<file path="src/rtl/iq_pkg.sv">
// Shared definitions for the issue-queue allocation controller: default
// geometry, slot/occupancy types and the "no slot" address marker.
package iq_pkg;

  localparam int IQ_DEPTH        = 16;
  localparam int IQ_DISPATCH_W   = 2;
  localparam int IQ_ISSUE_W      = 4;
  localparam int IQ_AFULL_THRESH = 12;

  localparam int IQ_ADDR_W = $clog2(IQ_DEPTH);
  localparam int IQ_CNT_W  = $clog2(IQ_DEPTH + 1);

  typedef logic [IQ_ADDR_W-1:0] iq_addr_t;
  typedef logic [IQ_CNT_W-1:0]  iq_cnt_t;

  // Address driven on a dispatch lane that was not granted a slot.
  localparam iq_addr_t IQ_ADDR_NONE = '1;

endpackage

</file>
<file path="src/rtl/iq_popcount.sv">
// Population count of a W-bit vector; used for issued entries and granted
// arrivals.
module iq_popcount #(
  parameter int  W  = 4,
  localparam int CW = $clog2(W + 1)
) (
  input  logic [W-1:0]  i_bits,
  output logic [CW-1:0] o_cnt
);

  // Sum the set bits of the input vector.
  always_comb begin
    o_cnt = '0;
    for (int k = 0; k < W; k++) begin
      o_cnt = o_cnt + CW'(i_bits[k]);
    end
  end

endmodule

</file>
<file path="src/rtl/iq_alloc_ctrl.sv">
// Allocation controller for a collapsing issue queue. Combines this cycle's
// departures with in-order arrivals, grants a contiguous prefix of arrivals,
// hands out their slot addresses and tracks registered occupancy and flags.
module iq_alloc_ctrl
  import iq_pkg::*;
#(
  parameter int  DEPTH        = IQ_DEPTH,
  parameter int  DISPATCH_W   = IQ_DISPATCH_W,
  parameter int  ISSUE_W      = IQ_ISSUE_W,
  parameter int  AFULL_THRESH = IQ_AFULL_THRESH,
  localparam int ADDR_W       = $clog2(DEPTH),
  localparam int CNT_W        = $clog2(DEPTH + 1)
) (
  input  logic                         clk,
  input  logic                         rst,
  input  logic                         flush,
  input  logic [ISSUE_W-1:0]           issue_vld,
  input  logic [DISPATCH_W-1:0]        disp_vld,
  output logic [DISPATCH_W-1:0]        disp_grant,
  output logic [DISPATCH_W*ADDR_W-1:0] disp_addr,
  output logic                         disp_stall,
  output logic [CNT_W-1:0]             count,
  output logic                         empty,
  output logic                         full,
  output logic                         almost_full,
  output logic                         underflow_err
);

  localparam int IC = $clog2(ISSUE_W + 1);
  localparam int GC = $clog2(DISPATCH_W + 1);
  // One extra bit so free space, base address and next count never wrap.
  localparam int XW = CNT_W + 1;

  logic [CNT_W-1:0]    r_count;
  logic                r_empty;
  logic                r_full;
  logic                r_afull;
  logic                r_uf;

  logic [IC-1:0]       w_iss_raw;
  logic [GC-1:0]       w_n_grant;
  logic                w_under;
  logic [XW-1:0]       w_n_iss;
  logic [XW-1:0]       w_free;
  logic [XW-1:0]       w_base;
  logic [XW-1:0]       w_next;
  logic [DISPATCH_W:0] w_chain;

  iq_popcount #(.W(ISSUE_W)) u_iss_cnt (
    .i_bits (issue_vld),
    .o_cnt  (w_iss_raw)
  );

  // Issues beyond the occupied entries are an error and are clamped away.
  assign w_under = 32'(w_iss_raw) > 32'(r_count);
  assign w_n_iss = w_under ? XW'(r_count) : XW'(w_iss_raw);

  // Same-cycle departures make room for same-cycle arrivals; survivors
  // collapse to the bottom, so new entries start right above them.
  assign w_free = XW'(DEPTH) - XW'(r_count) + w_n_iss;
  assign w_base = XW'(r_count) - w_n_iss;

  // Grant chain: a lane is granted only if every lower lane was, so a
  // hole in disp_vld blocks everything above it. Flush kills the chain.
  assign w_chain[0] = ~flush;

  for (genvar i = 0; i < DISPATCH_W; i++) begin : g_lane
    assign w_chain[i+1] = w_chain[i] & disp_vld[i] & (32'(w_free) > 32'(i));
    assign disp_grant[i] = w_chain[i+1];
    assign disp_addr[i*ADDR_W +: ADDR_W] =
      w_chain[i+1] ? ADDR_W'(w_base + XW'(i)) : {ADDR_W{1'b1}};
  end

  iq_popcount #(.W(DISPATCH_W)) u_grant_cnt (
    .i_bits (disp_grant),
    .o_cnt  (w_n_grant)
  );

  assign disp_stall = |(disp_vld & ~disp_grant);

  assign w_next = flush ? '0 : XW'(r_count) + XW'(w_n_grant) - w_n_iss;

  // Occupancy, flags derived from the next count, and sticky underflow.
  always_ff @(posedge clk or posedge rst) begin
    if (rst) begin
      r_count <= '0;
      r_empty <= 1'b1;
      r_full  <= 1'b0;
      r_afull <= 1'b0;
      r_uf    <= 1'b0;
    end else begin
      r_count <= CNT_W'(w_next);
      r_empty <= (w_next == '0);
      r_full  <= (32'(w_next) == DEPTH);
      r_afull <= (32'(w_next) >= AFULL_THRESH);
      if (!flush && w_under) r_uf <= 1'b1;
    end
  end

  assign count         = r_count;
  assign empty         = r_empty;
  assign full          = r_full;
  assign almost_full   = r_afull;
  assign underflow_err = r_uf;

endmodule

</file>
<file path="config.mk">
export PLATFORM = sky130hd
export DESIGN_NAME = iq_alloc_ctrl
export DESIGN_NICKNAME = d
export VERILOG_FILES = /design/src/rtl/iq_pkg.sv /design/src/rtl/iq_popcount.sv /design/src/rtl/iq_alloc_ctrl.sv
export SDC_FILE = /design/constraint.sdc
export NUM_CORES = 1
export LEC_CHECK = 0
export BUFFER_PORTS_ARGS = -buffer_cell sky130_fd_sc_hd__buf_2
export CAP_MARGIN = 10
export CORE_MARGIN = 5
export CORE_UTILIZATION = 45
export CTS_CLUSTER_DIAMETER = 30
export DETAILED_ROUTE_END_ITERATION = 8
export PLACE_DENSITY = 0.65
export SYNTH_ARGS = -nofsm -noshare
export SYNTH_HDL_FRONTEND = slang
export SYNTH_SLANG_ARGS = --single-unit
</file>
<file path="constraint.sdc">
create_clock -name clk -period 12.5 [get_ports clk]
set_input_delay 1.25 -clock clk [delete_from_list [all_inputs] [get_ports clk]]
set_output_delay 1.25 -clock clk [all_outputs]
set_load 0.03 [all_outputs]
</file>
---- Yosys cells after proc, flatten, opt, wreduce, memory -nomap -nowiden ----
Cells that the tools add are included.
word-level totals
  RAM bits ................................ 0
  memories kept ........................... 0
  input port bits ......................... 9
  bits in read-only memories .............. 0
  latch bits .............................. 0
  logic and storage cells ................. 35
  register bits after elaboration ......... 9
operators by class
  shifts and indexed selects .............. 0
  eq/ne operators ......................... 1
  muxes and demuxes ....................... 4
  bitwise gates (word level) .............. 7
  multiply operators ...................... 0
  div/mod/pow operators ................... 0
  add/sub/neg operators ................... 10
  reduce and logical (&&, ||, !) cells .... 4
  $lt $le $gt $ge ......................... 4
operators by type and width
  kind                                                                              count
  6-bit by 1-bit greater-than comparator with 1-bit output (second input constant)  2
  4-bit 2-to-1 mux                                                                  2
  3-bit by 1-bit adder with 3-bit output                                            2
  5-bit by 2-bit adder with 6-bit output                                            1
  6-bit by 5-bit adder with 6-bit output                                            1
  6-bit by 5-bit equality test with 1-bit output (second input constant)            1
  6-bit by 4-bit >= comparator with 1-bit output (second input constant)            1
  6-bit logical NOT                                                                 1
  6-bit 2-to-1 mux                                                                  1
  5-bit by 5-bit subtractor with 6-bit output (first input constant)                1
  6-bit by 5-bit subtractor with 6-bit output                                       1
  3-bit by 5-bit greater-than comparator with 1-bit output                          1
  5-bit 2-to-1 mux                                                                  1
  1-bit by 1-bit adder with 2-bit output                                            2
  4-bit by 1-bit adder with 4-bit output (second input constant)                    1
  1-bit bitwise AND                                                                 4
  4-bit subtractor                                                                  1
  2-bit bitwise AND                                                                 1
  2-bit NOT                                                                         1
  2-bit OR reduction                                                                1
  1-bit logical AND                                                                 1
  1-bit logical NOT                                                                 1
  1-bit NOT                                                                         1

---- Longest topological paths before layout ----
Gate-level depths: netlist of the first run.
  word-level depth ........................ 15
  depth in mapped cells ................... 27

---- Modules after synthesis ----
From an unflattened synthesis of the first run, not the netlist that was laid out.
second synthesis, totals
  cell total of the unflattened synthesis .. 141
  area, all modules ....................... 1272.5 um^2
by module, submodules not included
  module                     times used  area each (um^2)  cells an instance
  iq_alloc_ctrl              1           1196.1            132
  iq_popcount (u_iss_cnt)    1           63.8              8
  iq_popcount (u_grant_cnt)  1           12.5              1

---- Worst setup path before layout of the first run ----
Ideal clock, no wire load.
  path type ............................... input to output
  from .................................... input port issue_vld[0]
  to ...................................... output port disp_addr[2]
  path buffers ............................ 0
  setup slack ............................. 5.252 ns
  data arrival time ....................... 5.998 ns
  cell stages on the path ................. 19
  cell sequence ........................... ha_1 > inv_1 > fa_1 > inv_1 > ha_1 > ha_1 > nor2b_1 > o21ai_0 > a21oi_1 > mux2_2 > ha_1 > ha_1 > inv_1 > fa_1 > nand2b_1 > a21oi_2 > xnor2_1 > a31oi_1 > nand2_1
on the way
  longest elaborated chain between the ends .. 9
  elaborated cells between the ends (all ways) .. 10
  those cells by class .................... add/sub (5); order compare (2); mux (2); bitwise (1)
RTL lines
  element                                                     line                 source
  from (decl)                                                 iq_alloc_ctrl.sv:17  input logic [ISSUE_W-1:0] issue_vld,
  1-bit by 1-bit adder with 2-bit output *                    iq_popcount.sv:15    o_cnt = o_cnt + CW'(i_bits[k]);
  3-bit by 1-bit adder with 3-bit output * (2 in a row)       iq_popcount.sv:15
  3-bit by 5-bit greater-than comparator with 1-bit output    iq_alloc_ctrl.sv:55  assign w_under = 32'(w_iss_raw) > 32'(r_count);
  5-bit 2-to-1 mux *                                          iq_alloc_ctrl.sv:56  assign w_n_iss = w_under ? XW'(r_count) : XW'(w_iss_raw);
  6-bit by 5-bit adder with 6-bit output *                    iq_alloc_ctrl.sv:60  assign w_free = XW'(DEPTH) - XW'(r_count) + w_n_iss;
  6-bit by 1-bit greater-than comparator with 1-bit output *  iq_alloc_ctrl.sv:68  assign w_chain[i+1] = w_chain[i] & disp_vld[i] & (32'(w_free) > 32'(i));
  1-bit bitwise AND *                                         iq_alloc_ctrl.sv:68
  net disp_grant[0]                                           iq_alloc_ctrl.sv:19  output logic [DISPATCH_W-1:0] disp_grant,
  4-bit 2-to-1 mux *                                          iq_alloc_ctrl.sv:71  w_chain[i+1] ? ADDR_W'(w_base + XW'(i)) : {ADDR_W{1'b1}};
  to (decl)                                                   iq_alloc_ctrl.sv:20  output logic [DISPATCH_W*ADDR_W-1:0] disp_addr,
Mark *: on every way through the listed nets, which the timed path passes. The rest lies on a longest branch.

---- Worst setup path after layout of the first run ----
  from .................................... input port issue_vld[0]
  to ...................................... register r_full, in the netlist full
on the way
  longest elaborated chain between the ends .. 15
  elaborated cells between the ends (all ways) .. 16
  those cells by class .................... add/sub (7); order compare (3); eq/ne (1); mux (2); bitwise (3)
RTL lines
  element                                                   line                 source
  1-bit by 1-bit adder with 2-bit output *                  iq_popcount.sv:15
  3-bit by 1-bit adder with 3-bit output * (2 in a row)     iq_popcount.sv:15
  3-bit by 5-bit greater-than comparator with 1-bit output  iq_alloc_ctrl.sv:55
  5-bit 2-to-1 mux *                                        iq_alloc_ctrl.sv:56
  6-bit by 5-bit adder with 6-bit output                    iq_alloc_ctrl.sv:60
  6-bit by 1-bit greater-than comparator with 1-bit output  iq_alloc_ctrl.sv:68
  1-bit bitwise AND (3 in a row)                            iq_alloc_ctrl.sv:68
  1-bit by 1-bit adder with 2-bit output                    iq_popcount.sv:15
  5-bit by 2-bit adder with 6-bit output                    iq_alloc_ctrl.sv:81  assign w_next = flush ? '0 : XW'(r_count) + XW'(w_n_grant) - w_n_iss;
  6-bit by 5-bit subtractor with 6-bit output *             iq_alloc_ctrl.sv:81
  6-bit 2-to-1 mux *                                        iq_alloc_ctrl.sv:81
  6-bit by 5-bit equality test with 1-bit output *          iq_alloc_ctrl.sv:94  r_full <= (32'(w_next) == DEPTH);
  to (signal assigned)                                      iq_alloc_ctrl.sv:94
  to (decl)                                                 iq_alloc_ctrl.sv:36  logic r_full;
Mark *: on every way between the ends. The rest lies on a longest branch, timed or not.
A chain may end at the register's enable or synchronous reset.

==> metrics.yaml, run 1 <==
critPathRequiredTime_ns: 12.64
coreArea_um2: 2477
synth_area_um2: 1157
synth_top_area_share_pct: 21.62
cp_max_fo: 7
cts_buffers: 3
cp-start-kind: "primary input"
yosysUniqueCellTypes: 34
dieWidth_um: 60.72
antenna_found_initial: 0
finalSetupViolCount: 0
seq_area_frac_synth_pct: 19.57
post_cts_buffers: 0
hold_viol: 0
postSynthCellCount: 128
grt_usage_pct: 14.67
ff2ff_path_depth: 21
gp_congestion: 0.7664
clk_latency_ns: 0.25
wl_per_cell_um: 12.64
grt_max_degree: 10
dpl.hpwl_um: 2137
drt.antenna.violating_nets: 0
clk_path_buf_depth: 2
hp-start: "underflow_err"
dieArea_um2: 3686
num_io_pins: 29
multi_input_area_um2: 833.3
hold_depth: 1
grt_pass1_vias: 941
start_util_pct: 46.72
rows: 18
r2r_start: "count[1]"
fmax_mhz: 136.9
crit_type: "in -> reg"
finClkSkew_ns: 0.0002515
area_delta_synth_final_pct: 16.97
ys_warn_count: 0
timing.final.crit_share_pct: 58.44
ys_ff_latch: 9
ff_latch_area_um2: 226.5
h-tree-depth: 1
drive_above_1_share_pct: 26.58
num-fill-cells: 244
initialDrtViolationCount: 13
cts_tree: "done"
period_needed_ns: 7.306
io_buffers: 28
nNetsFinal: 194
r2r-end: "full"
maxSlewViolCount: 0
status: "finished, final reports clean"
viasPerCell: 4.878
root_buffer: "clkbuf_4"
die_y_um: 60.72
max_cap_viol_count: 0
cts.repair.resized: 0
r2r_setup_slack_ns: 6.73
ys_top_cells_by_area: "ha_1, dfrtp_1, fa_1"
drc: 0
synth_nets: 163
diodes: 0
num_vias: 917
cp_data_arrival_time_ns: 7.45
slew_headroom_pct: 63.40
min_path_type: "reg -> reg"
finalSetupTns_ns: 0
overflow: 0
yosysTopAreaCell: "ha_1"
avgSynthCellArea_um2: 9.042
cts_hold_buffers: 0
clk_pin_slew_ns: 0.06
wl_um: 2376
grt_pass1_wl_um: 4077
hold_end: "underflow_err"
critPathCaptureType: "register"
drtPass1Iterations: 4
worstMarginPinSlew_ns: 0.5465
cts_sinks: 9
rsz0062_at_grt: "false"
state kept, by name, indices dropped and copies added (netlist names):
| signal | cells |
|---|---|
| almost_full | 1 |
| count | 5 |
| underflow_err | 1 |
| empty | 1 |
| full | 1 |
synthesized netlist by cell type:
master,instances
nand3_1,2
nand3b_1,2
o21ai_0,1
dfrtp_1,8
a211o_1,1
mux2i_1,1
nand2_1,10
xor2_1,6
a31oi_1,2
nor3_1,1
nor2b_1,3
conb_1,1
and3_4,1
and4b_1,1
ha_1,20
inv_1,24
o21ai_1,1
a21o_2,1
mux2_2,2
a21o_1,3
a21oi_2,2
or3_1,1
nor2_1,4
fa_1,6
a21oi_1,5
a211oi_4,1
dfstp_2,1
a311oi_2,1
xnor2_1,5
nor4_1,1
and2_1,2
clkbuf_1,2
nand2b_1,4
a31o_2,2
through the flow:
step                hold slack, ns  instances  util (%)  cell area, um2  setup slack, ns
detailed placement          0.4541        184     53.59            1328            4.959
global route                0.4934        188     54.65            1354            4.804
CTS                         0.4644        188     54.65            1354            5.223
floorplan                   0.6363        128         -            1157            5.252
global placement            0.4471        184     53.59            1328            5.069
finish                      0.4624        188     54.65            1354            5.195
routing by layer:
layer | GRT usage (%) | wire (um)
met1 | 18.69 | 1066
met5 | 0 | 0
met3 | 1.277 | 94
met2 | 26.11 | 1215
met4 | 4.644 | 0
worst max path at each step:
stage | start | end | slack [ns] | depth (start not counted)
floorplan | issue_vld[0] | disp_addr[2] | 5.25 | 19
global placement | issue_vld[0] | full | 5.07 | 26
detailed placement | issue_vld[0] | full | 4.96 | 26
CTS | issue_vld[0] | full | 5.22 | 26
global route | issue_vld[0] | full | 4.80 | 26
finish | issue_vld[0] | full | 5.19 | 26
kinds of logic (layout without fill, tap and decap cells):
logic type	count (synthesis)	count (layout)	synth area share, %
DFF	9	9	19.57
adders and majority gates	26	26	32.00
and+or+nand+nor	32	32	14.92
buffers and inverters	26	56	8.433
xor gates and xnor gates	11	11	8.324
muxes	3	3	2.811
other	1	1	0.3240
AOI/OAI and AO/OA	20	20	13.62
placed cells by master, fill, tap and decap left out, drive strengths merged, types with 3 or more instances in the layout:
master  Yosys  final
nand2      10     10
nand2b      4      4
dfrtp       8      8
a21oi       7      7
xnor2       5      5
nor2b       3      3
a21o        4      4
clkbuf      2      4
xor2        6      6
fa          6      6
buf         0     28
inv        24     24
ha         20     20
nor2        4      4
area by class of cell:
| class | count | share of cell area [%] |
|---|---|---|
| timing repair buffer | 28 | 10.35 |
| inverter | 24 | 6.654 |
| multi-input combinational | 93 | 61.55 |
| tap | 30 | 2.773 |
| sequential | 9 | 16.73 |
| clock buffer | 4 | 1.941 |
critical path: stages:
cell      delay (ns)
buf_2           0.10
ha_1            0.26
inv_1           0.04
fa_1            0.35
inv_1           0.06
ha_1            0.25
ha_1            0.30
nor2b_1         0.12
o21ai_0         0.08
a21oi_1         0.42
mux2_2          0.43
ha_1            0.39
ha_1            0.21
inv_1           0.06
fa_1            0.39
nand2b_1        0.17
a21oi_2         0.13
xnor2_1         0.15
a211oi_4        0.39
xor2_1          0.14
fa_1            0.45
fa_1            0.43
a21o_1          0.19
a21oi_1         0.16
xor2_1          0.32
and4b_1         0.23
Power of run 1 is left out: the tool's default activity adds up to more than one toggle a clock period on the data nets, which glitch-free logic cannot reach.
==> run 2: changes to the inputs <==
--- a/config.mk
+++ b/config.mk
@@ -11,7 +11,7 @@
 export CORE_UTILIZATION = 45
 export CTS_CLUSTER_DIAMETER = 30
 export DETAILED_ROUTE_END_ITERATION = 8
-export PLACE_DENSITY = 0.65
+export PLACE_DENSITY = 0.68
 export SYNTH_ARGS = -nofsm -noshare
 export SYNTH_HDL_FRONTEND = slang
 export SYNTH_SLANG_ARGS = --single-unit
==> constraint.sdc (replaced) <==
create_clock -name clk -period 6 [get_ports clk]
set_input_delay 0.6 -clock clk [delete_from_list [all_inputs] [get_ports clk]]
set_output_delay 0.6 -clock clk [all_outputs]
set_load 0.03 [all_outputs]
==> run 2 against run 1 <==
- via count is 13% higher
- global-route usage is 0.40 points higher
- sequential share of layout area is 3.3 points lower
- worst hold slack worse by 0.19 ns
- final area is 24% higher
- die area stayed put
- critical path depth stayed put
- cell count is 11% higher
- non-clock buffer count is 21 higher
- setup slack worse by 5.0 ns
- first-iteration DRC count is 54% higher
- register-to-register slack worse by 5.7 ns
==> metrics.yaml, run 2 (synthesized netlist as in run 1, its figures left out) <==
min_path_type: "in -> async"  # was reg -> reg
ff2ff_path_depth: 21  # unchanged
overflow: 0  # unchanged
root_buffer: "clkbuf_4"  # unchanged
dieArea_um2: 3686  # unchanged
critPathTopFamily: "adder cells"  # unchanged
cts_hold_buffers: 0  # unchanged
initialDrtViolationCount: 20  # was 13
num-fill-cells: 215  # was 244
grt_usage_pct: 15.07  # was 14.67%
wl_um: 2766  # was 2376 um
clk_path_buf_depth: 2  # unchanged
timing.final.crit_share_pct: 96.70
finalSetupViolCount: 0  # unchanged
slowest_delay_ns: 0.40  # was 0.45 ns
cp_slowest_cell: "fa_2"  # was fa_1
r2r_start: "count[1]"  # unchanged
grt_pass1_wl_um: 4160  # was 4077 um
diodes: 0  # unchanged
fin_util_pct: 67.83  # was 54.65%
drc: 0  # unchanged
viasPerCell: 4.938  # was 4.878
cts_tree: "done"  # unchanged
num_io_pins: 29  # unchanged
status: "finished, final reports clean"  # unchanged
cp_data_arrival_time_ns: 5.96  # was 7.45 ns
cp_max_fo: 4  # was 7
setup.worst_path.start: "issue_vld[1]"  # was issue_vld[0]
coreArea_um2: 2477  # unchanged
io_buffers: 28  # unchanged
antenna_found_initial: 0  # unchanged
maxSlewViolCount: 0  # unchanged
r2r-end: "full"  # unchanged
drive_above_1_share_pct: 48.60  # was 26.58%
largest_register_ffs: 5  # unchanged
r2r_setup_slack_ns: 0.99  # was 6.73 ns
critPathCapture: "full"  # unchanged
nNetsFinal: 215  # was 194
drtPass1Iterations: 4  # unchanged
area_delta_synth_final_pct: 45.19  # was 16.97%
drt.antenna.violating_nets: 0  # unchanged
cts_sinks: 9  # unchanged
cts_buffers: 3  # unchanged
worst-path-buf-inv: 4  # unchanged
period_needed_ns: 5.802
fin_cells: 209  # was 188
cp_common_cell: "ha_4"  # was ha_1
layout_common_cells: "buf_2, inv_1, buf_4"  # was buf_2, inv_1, ha_1
wl_per_cell_um: 13.23  # was 12.64 um
cp-start-kind: "primary input"  # unchanged
rows: 18  # unchanged
crit_type: "in -> reg"  # unchanged
critPathRequiredTime_ns: 6.16  # was 12.64 ns
num_vias: 1032  # was 917
start_util_pct: 46.72  # unchanged
final_common_cell: "buf_2"  # unchanged
die_y_um: 60.72  # unchanged
finClkSkew_ns: 0.003691  # was 0.0002515 ns
dpl.hpwl_um: 2328  # was 2137 um
hold_viol: 0  # unchanged
h-tree-depth: 1  # unchanged
dieWidth_um: 60.72  # unchanged
clk_latency_ns: 0.27  # was 0.25 ns
critPathCaptureType: "register"  # unchanged
max_cap_viol_count: 0  # unchanged
gp_congestion: 0.8898  # was 0.7664
fmax_mhz: 172.4
grt_pass1_vias: 986  # was 941
grt_max_degree: 10  # unchanged
clk_pin_slew_ns: 0.06  # about the same
crit_cells: 26  # unchanged
placed_cells: 203  # was 184
-- run 2: cell count changes in the layout (fill, tap and decap cells not counted), moves of 3 or more --
cell / change
fa_1: -4
fa_2: +4
a21oi_1: -3
buf_4: +21
ha_1: -6
inv_1: -3
ha_4: +6
inv_2: +3
-- run 2: what timing repair did --
action | 4_1_cts | 5_1_grt
resized for setup | 0 | 11
endpoints found under the setup margin | 1 | 4
buffers inserted | 1 | 1
pin swaps | 1 | 11
-- run 2: stage by stage --
stage	cell area [um2]	hold slack, ns	setup WS, ns	setup TNS (ns)
2_1_floorplan	1255	0.4272	-0.2028	-0.4787
3_3_place_gp	1568	0.4364	-0.2252	-0.7344
3_5_place_dp	1568	0.4812	-0.2949	-1.082
4_1_cts	1602	0.2717	0.01734	0
5_1_grt	1680	0.2898	-0.06087	-0.1285
6_report	1680	0.2729	0.1979	0
-- run 2: routing by layer --
layer / share of wire (%) / track usage [%] / routed length (um)
met1: 43 / 20.42 / 1194
met2: 49 / 23.97 / 1353
met3: 5.5 / 3.191 / 153
met4: 2.3 / 4.954 / 64
met5: 0 / 0 / 0
-- run 2: worst min path at each step --
stage / to / from / cells past startpoint
global route: count[1] / rst / 2
finish: underflow_err / rst / 2
detailed placement: underflow_err / underflow_err / 1
global placement: underflow_err / underflow_err / 1
floorplan: almost_full / rst / 1
CTS: underflow_err / rst / 2
-- run 2: area by class of cell --
cell class	instances	area, um2	share of cell area (%)
multi-input combinational	93	1002	59.64
timing repair buffer	49	297.8	17.72
sequential	9	226.5	13.48
inverter	24	90.09	5.361
tap	30	37.54	2.234
clock buffer	4	26.28	1.564
-- run 2: worst register-to-register path, stage by stage, from the launching register on --
cell	delay, ns
dfrtp_1	0.40
inv_1	0.16
ha_4	0.30
nor2b_2	0.13
o21ai_1	0.09
a21oi_2	0.29
mux2_4	0.36
ha_4	0.29
ha_4	0.13
inv_2	0.03
fa_2	0.36
nand2b_4	0.16
a21oi_4	0.15
xnor2_2	0.11
a211oi_4	0.29
xor2_2	0.11
fa_2	0.37
fa_2	0.40
a21o_1	0.17
a21oi_2	0.17
xor2_2	0.22
and4b_1	0.22
Power of run 2 is left out for the same reason.
